[config.mk]
export PLATFORM = sky130hd
export DESIGN_NAME = weight_buffer_ctrl_flat
export DESIGN_NICKNAME = d
export VERILOG_FILES = /design/src/rtl/weight_buffer_ctrl_if.sv /design/src/rtl/weight_buffer_ctrl.sv /design/src/flat_wrapper.sv
export SDC_FILE = /design/constraint.sdc
export NUM_CORES = 1
export LEC_CHECK = 0
export ABC_CLOCK_PERIOD_IN_PS = 3300
export BUFFER_PORTS_ARGS = -buffer_cell sky130_fd_sc_hd__buf_2
export CAP_MARGIN = 20
export CORE_AREA = 2 2 191 193
export DETAILED_ROUTE_END_ITERATION = 6
export DIE_AREA = 0 0 193 195
export PLACE_DENSITY = 0.65
export SYNTH_ARGS = -nofsm -noshare
export SYNTH_HDL_FRONTEND = slang
export SYNTH_SLANG_ARGS = --single-unit
[constraint.sdc]
create_clock -name clk -period 3.3 [get_ports clk]
set_clock_uncertainty 0.1 [all_clocks]
set_input_delay 0.495 -clock clk [delete_from_list [all_inputs] [get_ports clk]]
set_output_delay 0.495 -clock clk [all_outputs]
set_load 0.05 [all_outputs]
[src/rtl/weight_buffer_ctrl_if.sv]
// weight_buffer_ctrl_if: load/weight/read handshakes plus the SRAM wrapper
// ports of weight_buffer_ctrl; slave is the controller, master its environment.
interface weight_buffer_ctrl_if #(parameter int AW = 11, parameter int LANES = 8);
   logic                  load_start;
   logic [AW-1:0]         load_base;
   logic [13:0]           load_count;
   logic                  w_valid;
   logic [15:0]           w_data;
   logic                  w_ready;
   logic                  load_done;
   logic                  busy;
   logic                  rd_req;
   logic [AW-1:0]         rd_addr;
   logic                  rd_gnt;
   logic                  rd_valid;
   logic [16*LANES-1:0]   rd_data;
   logic [AW-1:0]         sram_A;
   logic [LANES-1:0]      sram_WEAN;
   logic [16*LANES-1:0]   sram_DIA;
   logic                  sram_OEA;
   logic [AW-1:0]         sram_B;
   logic [LANES-1:0]      sram_WEBN;
   logic                  sram_OEB;
   logic [16*LANES-1:0]   sram_DOB;
   modport slave (
      input  load_start, load_base, load_count, w_valid, w_data, rd_req, rd_addr, sram_DOB,
      output w_ready, load_done, busy, rd_gnt, rd_valid, rd_data,
             sram_A, sram_WEAN, sram_DIA, sram_OEA, sram_B, sram_WEBN, sram_OEB
   );
   modport master (
      output load_start, load_base, load_count, w_valid, w_data, rd_req, rd_addr, sram_DOB,
      input  w_ready, load_done, busy, rd_gnt, rd_valid, rd_data,
             sram_A, sram_WEAN, sram_DIA, sram_OEA, sram_B, sram_WEBN, sram_OEB
   );
endinterface

[src/rtl/weight_buffer_ctrl.sv]
// weight_buffer_ctrl: packs 16-bit weights into SRAM lines via port A and
// serves 1-cycle-latency line reads via port B, stalling reads that hit the line being written.
module weight_buffer_ctrl #(
   parameter int DEPTH = 2016,
   parameter int AW    = 11,
   parameter int LANES = 8
) (
   input logic            clk,
   input logic            rst_n,
   weight_buffer_ctrl_if.slave bus
);
   typedef enum logic [1:0] {IDLE, FILL, WRITE, DONE} state_t;
   state_t                    state, state_nx;
   logic [AW-1:0]             line_addr;
   logic [13:0]               remaining;
   logic [$clog2(LANES)-1:0]  lane;
   logic [LANES-1:0]          mask;
   logic [16*LANES-1:0]       pack, rd_hold;
   logic                      rd_valid_q;
   logic                      accept;
   assign accept = state == FILL && bus.w_valid;
   always_comb begin
      state_nx = state;
      case (state)
         IDLE:    if (bus.load_start) state_nx = bus.load_count == '0 ? DONE : FILL;
         FILL:    if (accept && (&lane || remaining == 14'd1)) state_nx = WRITE;
         WRITE:   state_nx = remaining == '0 ? DONE : FILL;
         default: state_nx = IDLE;
      endcase
   end
   always_ff @(posedge clk or negedge rst_n)
      if (!rst_n) begin
         state     <= IDLE;
         line_addr <= '0;
         remaining <= '0;
         lane      <= '0;
         mask      <= '0;
         pack      <= '0;
      end else begin
         state <= state_nx;
         if (state == IDLE && bus.load_start) begin
            line_addr <= bus.load_base;
            remaining <= bus.load_count;
            lane      <= '0;
            mask      <= '0;
         end
         if (accept) begin
            pack[16*lane +: 16] <= bus.w_data;
            mask[lane]          <= 1'b1;
            remaining           <= remaining - 14'd1;
            lane                <= lane + 1'b1;
         end
         if (state == WRITE) begin
            lane <= '0;
            mask <= '0;
            if (remaining != '0) line_addr <= line_addr == AW'(DEPTH-1) ? '0 : line_addr + 1'b1;
         end
      end
   // Read data passes straight from the SRAM in the valid cycle, then is held.
   always_ff @(posedge clk or negedge rst_n)
      if (!rst_n) begin
         rd_valid_q <= 1'b0;
         rd_hold    <= '0;
      end else begin
         rd_valid_q <= bus.rd_gnt;
         if (rd_valid_q) rd_hold <= bus.sram_DOB;
      end
   assign bus.w_ready   = state == FILL;
   assign bus.busy      = state != IDLE;
   assign bus.load_done = state == DONE;
   assign bus.rd_gnt    = bus.rd_req && !(state == WRITE && bus.rd_addr == line_addr);
   assign bus.rd_valid  = rd_valid_q;
   assign bus.rd_data   = rd_valid_q ? bus.sram_DOB : rd_hold;
   assign bus.sram_A    = line_addr;
   assign bus.sram_WEAN = state == WRITE ? ~mask : '1;
   assign bus.sram_DIA  = pack;
   assign bus.sram_OEA  = 1'b0;
   assign bus.sram_B    = bus.rd_addr;
   assign bus.sram_WEBN = '1;
   assign bus.sram_OEB  = bus.rd_gnt;
endmodule

[src/flat_wrapper.sv]
// flat-port wrapper written by rule: the top's interface ports become plain ports
module weight_buffer_ctrl_flat 
#(
   parameter int DEPTH = 2016,
   parameter int AW    = 11,
   parameter int LANES = 8
)
  (clk, rst_n, bus_load_start, bus_load_base, bus_load_count, bus_w_valid, bus_w_data, bus_rd_req, bus_rd_addr, bus_sram_DOB, bus_w_ready, bus_load_done, bus_busy, bus_rd_gnt, bus_rd_valid, bus_rd_data, bus_sram_A, bus_sram_WEAN, bus_sram_DIA, bus_sram_OEA, bus_sram_B, bus_sram_WEBN, bus_sram_OEB);
  weight_buffer_ctrl_if #(.AW(AW), .LANES(LANES)) bus_i ();
  input logic clk;
  input logic rst_n;
  input wire logic [$bits(bus_i.load_start)-1:0] bus_load_start;
  input wire logic [$bits(bus_i.load_base)-1:0] bus_load_base;
  input wire logic [$bits(bus_i.load_count)-1:0] bus_load_count;
  input wire logic [$bits(bus_i.w_valid)-1:0] bus_w_valid;
  input wire logic [$bits(bus_i.w_data)-1:0] bus_w_data;
  input wire logic [$bits(bus_i.rd_req)-1:0] bus_rd_req;
  input wire logic [$bits(bus_i.rd_addr)-1:0] bus_rd_addr;
  input wire logic [$bits(bus_i.sram_DOB)-1:0] bus_sram_DOB;
  output wire logic [$bits(bus_i.w_ready)-1:0] bus_w_ready;
  output wire logic [$bits(bus_i.load_done)-1:0] bus_load_done;
  output wire logic [$bits(bus_i.busy)-1:0] bus_busy;
  output wire logic [$bits(bus_i.rd_gnt)-1:0] bus_rd_gnt;
  output wire logic [$bits(bus_i.rd_valid)-1:0] bus_rd_valid;
  output wire logic [$bits(bus_i.rd_data)-1:0] bus_rd_data;
  output wire logic [$bits(bus_i.sram_A)-1:0] bus_sram_A;
  output wire logic [$bits(bus_i.sram_WEAN)-1:0] bus_sram_WEAN;
  output wire logic [$bits(bus_i.sram_DIA)-1:0] bus_sram_DIA;
  output wire logic [$bits(bus_i.sram_OEA)-1:0] bus_sram_OEA;
  output wire logic [$bits(bus_i.sram_B)-1:0] bus_sram_B;
  output wire logic [$bits(bus_i.sram_WEBN)-1:0] bus_sram_WEBN;
  output wire logic [$bits(bus_i.sram_OEB)-1:0] bus_sram_OEB;
  assign bus_i.load_start = bus_load_start;
  assign bus_i.load_base = bus_load_base;
  assign bus_i.load_count = bus_load_count;
  assign bus_i.w_valid = bus_w_valid;
  assign bus_i.w_data = bus_w_data;
  assign bus_i.rd_req = bus_rd_req;
  assign bus_i.rd_addr = bus_rd_addr;
  assign bus_i.sram_DOB = bus_sram_DOB;
  assign bus_w_ready = bus_i.w_ready;
  assign bus_load_done = bus_i.load_done;
  assign bus_busy = bus_i.busy;
  assign bus_rd_gnt = bus_i.rd_gnt;
  assign bus_rd_valid = bus_i.rd_valid;
  assign bus_rd_data = bus_i.rd_data;
  assign bus_sram_A = bus_i.sram_A;
  assign bus_sram_WEAN = bus_i.sram_WEAN;
  assign bus_sram_DIA = bus_i.sram_DIA;
  assign bus_sram_OEA = bus_i.sram_OEA;
  assign bus_sram_B = bus_i.sram_B;
  assign bus_sram_WEBN = bus_i.sram_WEBN;
  assign bus_sram_OEB = bus_i.sram_OEB;
  weight_buffer_ctrl #(.DEPTH(DEPTH), .AW(AW), .LANES(LANES)) u_core (.clk(clk), .rst_n(rst_n), .bus(bus_i));
endmodule
==> impl_metrics.yaml <==
setup_path:
  path_buf_inv: 1
  cp.depth: 4
  end_kind: "primary output"
  cpLargestDelayFamily: "flip-flops"
  cp_data_arrival_time_ns: 2.45
  slowest_delay_ns: 0.66
  cp-start-kind: "flop"
  reg2regPathDepth: 5
  startpoint: "u_core.state[1]"
  slowest_stage: "dfrtp_1"
  cp_data_required_time_ns: 2.70
  cp_max_fo: 17
  r2r_end: "u_core.remaining[11]"
  crit_path_cell_trace: "nor2b_1, nand4_1, o31a_1, buf_2"
  cp-endpoint: "bus_sram_OEB"
  ff2ff_setup_slack_ns: 0.80
  crit_type: "reg -> out"
  r2r-start: "u_core.state[1]"
drt:
  vias: 9816
  drt_iter0_drc: 355
  routed_wl_um: 39470
  via_per_inst: 4.879
  drcViolationCount: 0
  ant_nets: 0
  dr.pass1.iters: 5
  wire_per_inst_um: 19.62
sta:
  tightest_slew_ns: 0.8369
  period_needed_ns: 3.043
  rsz0062_at_grt: "no"
  setup_viol: 0
  tns_ns: 0
  maxSlewViolCount: 0
  max_clock_freq_mhz: 328.7
  hold_viol_final: 0
  relSlewSlack_pct: 43.69
  timing.final.crit_share_pct: 92.20
final_layout:
  drive_above_1_share_pct: 46.41
  final_nets: 1717
  design_area_um2: 16230
  syn2layout_area_growth_pct: 33.68
die:
  start_util_pct: 34.30
  dieArea_um2: 37640
  die_y_um: 195
  pin_count: 486
  rows: 69
  die_w_um: 193
  coreArea_um2: 35400
global_route:
  grt_pass1_vias: 9923
  gr-usage-all-layers_pct: 20.32
  grt_pass1_wl_um: 58460
  overflow: 0
  grt_max_degree: 92
  antenna_found_initial: 5
power:
  ir_worst_vdd_uv: 611.1
  p_leak_uw: 0.007926
  power_density_nw_per_um2: 990.6
cts:
  cts_sinks: 295
  post_cts_buffers: 0
  cts_root_buffer: "clkbuf_16"
  insertion_delay_ns: 0.51
  postCtsHoldBufs: 1
  cts.path.max_buffers: 3
  post_cts_resized: 0
  htreeDepth: 2
  cts_made_buffers: 35
  cts_tree: "yes"
  cts.clk_slew.worst_paths_ns: 0.06
place:
  placed_area_um2: 15010
  port_buffers: 476
  dp_hpwl_um: 29840
  gp_congestion: 0.8676
synth:
  ys_ff_latch: 295
  avgSynthCellArea_um2: 11.53
  synth_area_um2: 12140
  synth.area.top_cells: "dfrtp_1, mux2_2, nand2_1"
  ys_seq_area_share_pct: 60.80
  ys_warn_count: 0
  yosys.area.top_type: "dfrtp_1"
  synth_edf_count: 0
  synth_top_area_share_pct: 60.80
  ys.flop_type: "dfrtp_1"
  async_flop_share_pct: 100.0
  ys_types: 48
  synth_cells: 1053
run:
  maxCapViolations: 0
outcome:
  status: "finished, final reports clean"
worst_hold_path:
  hp-class: "in -> reg"
flip-flops by register name, indices dropped and copies added, names as in the netlist:
register and flops:
u_core.bus.sram_DIA 128, u_core.rd_hold 128, u_core.remaining 14, u_core.bus.sram_A 11, u_core.mask 8, u_core.lane 3
u_core.state 2, u_core.bus.rd_valid 1
cells in the final DEF, fill, tap and decap left out, types with 4 or more instances in the layout:
cell type and count:
or2_2 5, ha_1 12, conb_1 9, o22ai_1 4
clkbuf_16 36, buf_2 475, o311ai_0 5, nand4_1 10
a21oi_1 7, inv_1 10, o211ai_1 6, a32oi_1 6
xnor2_1 11, o21ai_0 128, clkbuf_8 8, clkinv_2 5
nor3_1 10, dfrtp_1 294, nor4_1 6, nand3_1 20
nor2_1 33, mux2i_1 5, a22oi_1 7, clkbuf_1 7
nand2_1 206, buf_4 24, mux2_2 144, diode_2 4
worst min path at each step:
stage | from | endpoint | slack [ns] | cells after the start
after global routing | bus_load_count[9] | u_core.remaining[9] | 0.09 | 2
after global placement | u_core.bus.sram_DIA[58] | u_core.bus.sram_DIA[58] | 0.36 | 2
after floorplan | rst_n | u_core.bus.rd_valid | 0.1 | 0
after CTS | bus_load_count[9] | u_core.remaining[9] | 0.08 | 2
final | bus_load_count[12] | u_core.remaining[12] | 0.11 | 2
after detailed placement | u_core.bus.sram_DIA[55] | u_core.bus.sram_DIA[55] | 0.37 | 2
synth_stat cells (7+ instances only):
library cell and count:
ha_1 12, buf_4 21, clkbuf_1 59, nor3_1 11
nand2_1 206, xnor2_1 11, a21oi_1 7, inv_1 10
mux2_2 144, nand3_1 20, dfrtp_1 295, nand4_1 10
a22oi_1 7, nor2_1 33, o21ai_0 128
kinds of logic (layout without fill, tap and decap cells):
| logic type | count (synthesis) | after routing | share of synthesized area, % |
|---|---|---|---|
| and+or+nand+nor | 313 | 313 | 11.34 |
| DFF | 295 | 295 | 60.80 |
| AOI/OAI and AO/OA | 180 | 180 | 8.543 |
| muxes | 149 | 149 | 13.77 |
| buffers and inverters | 91 | 578 | 3.462 |
| adders and majority gates | 12 | 12 | 1.237 |
| xor gates and xnor gates | 11 | 11 | 0.7935 |
| other | 2 | 13 | 0.06185 |
report_power, final:
| group | switching [uW] | internal [uW] |
|---|---|---|
| sequential | 742 | 4620 |
| clock | 1540 | 2430 |
| combinational | 5140 | 1620 |
metrics by stage:
| stage | total power (uW) | worst slack, ns | cells | util, % | hold WS, ns |
|---|---|---|---|---|---|
| global route | 16910 | 0.1337 | 2012 | 45.85 | 0.09467 |
| finish | 16080 | 0.2575 | 2012 | 45.85 | 0.1105 |
| detailed placement | 12180 | 0.7966 | 1943 | 42.40 | 0.3655 |
| CTS | 16210 | 0.2512 | 2008 | 45.83 | 0.08380 |
| floorplan | 10220 | 0.8001 | 1060 | - | 0.09941 |
| global placement | 12060 | 0.8501 | 1943 | 42.40 | 0.3589 |
metal layers:
metal	track usage, %	routed length [um]
met4	8.081	1427
met3	5.661	3139
met1	24.77	15780
met5	0	13
met2	33.92	19100
final cells by class:
type | count | area, um^2
Clock inverter | 13 | 165.2
Tap cell | 461 | 576.8
Timing Repair Buffer | 504 | 2643
Multi-Input combinational cell | 674 | 4375
Sequential cell | 295 | 7386
Antenna cell | 4 | 10.01
Inverter | 10 | 37.54
Fill cell | 3301 | 19170
Clock buffer | 51 | 1037
(Power assumes the default switching activity.)
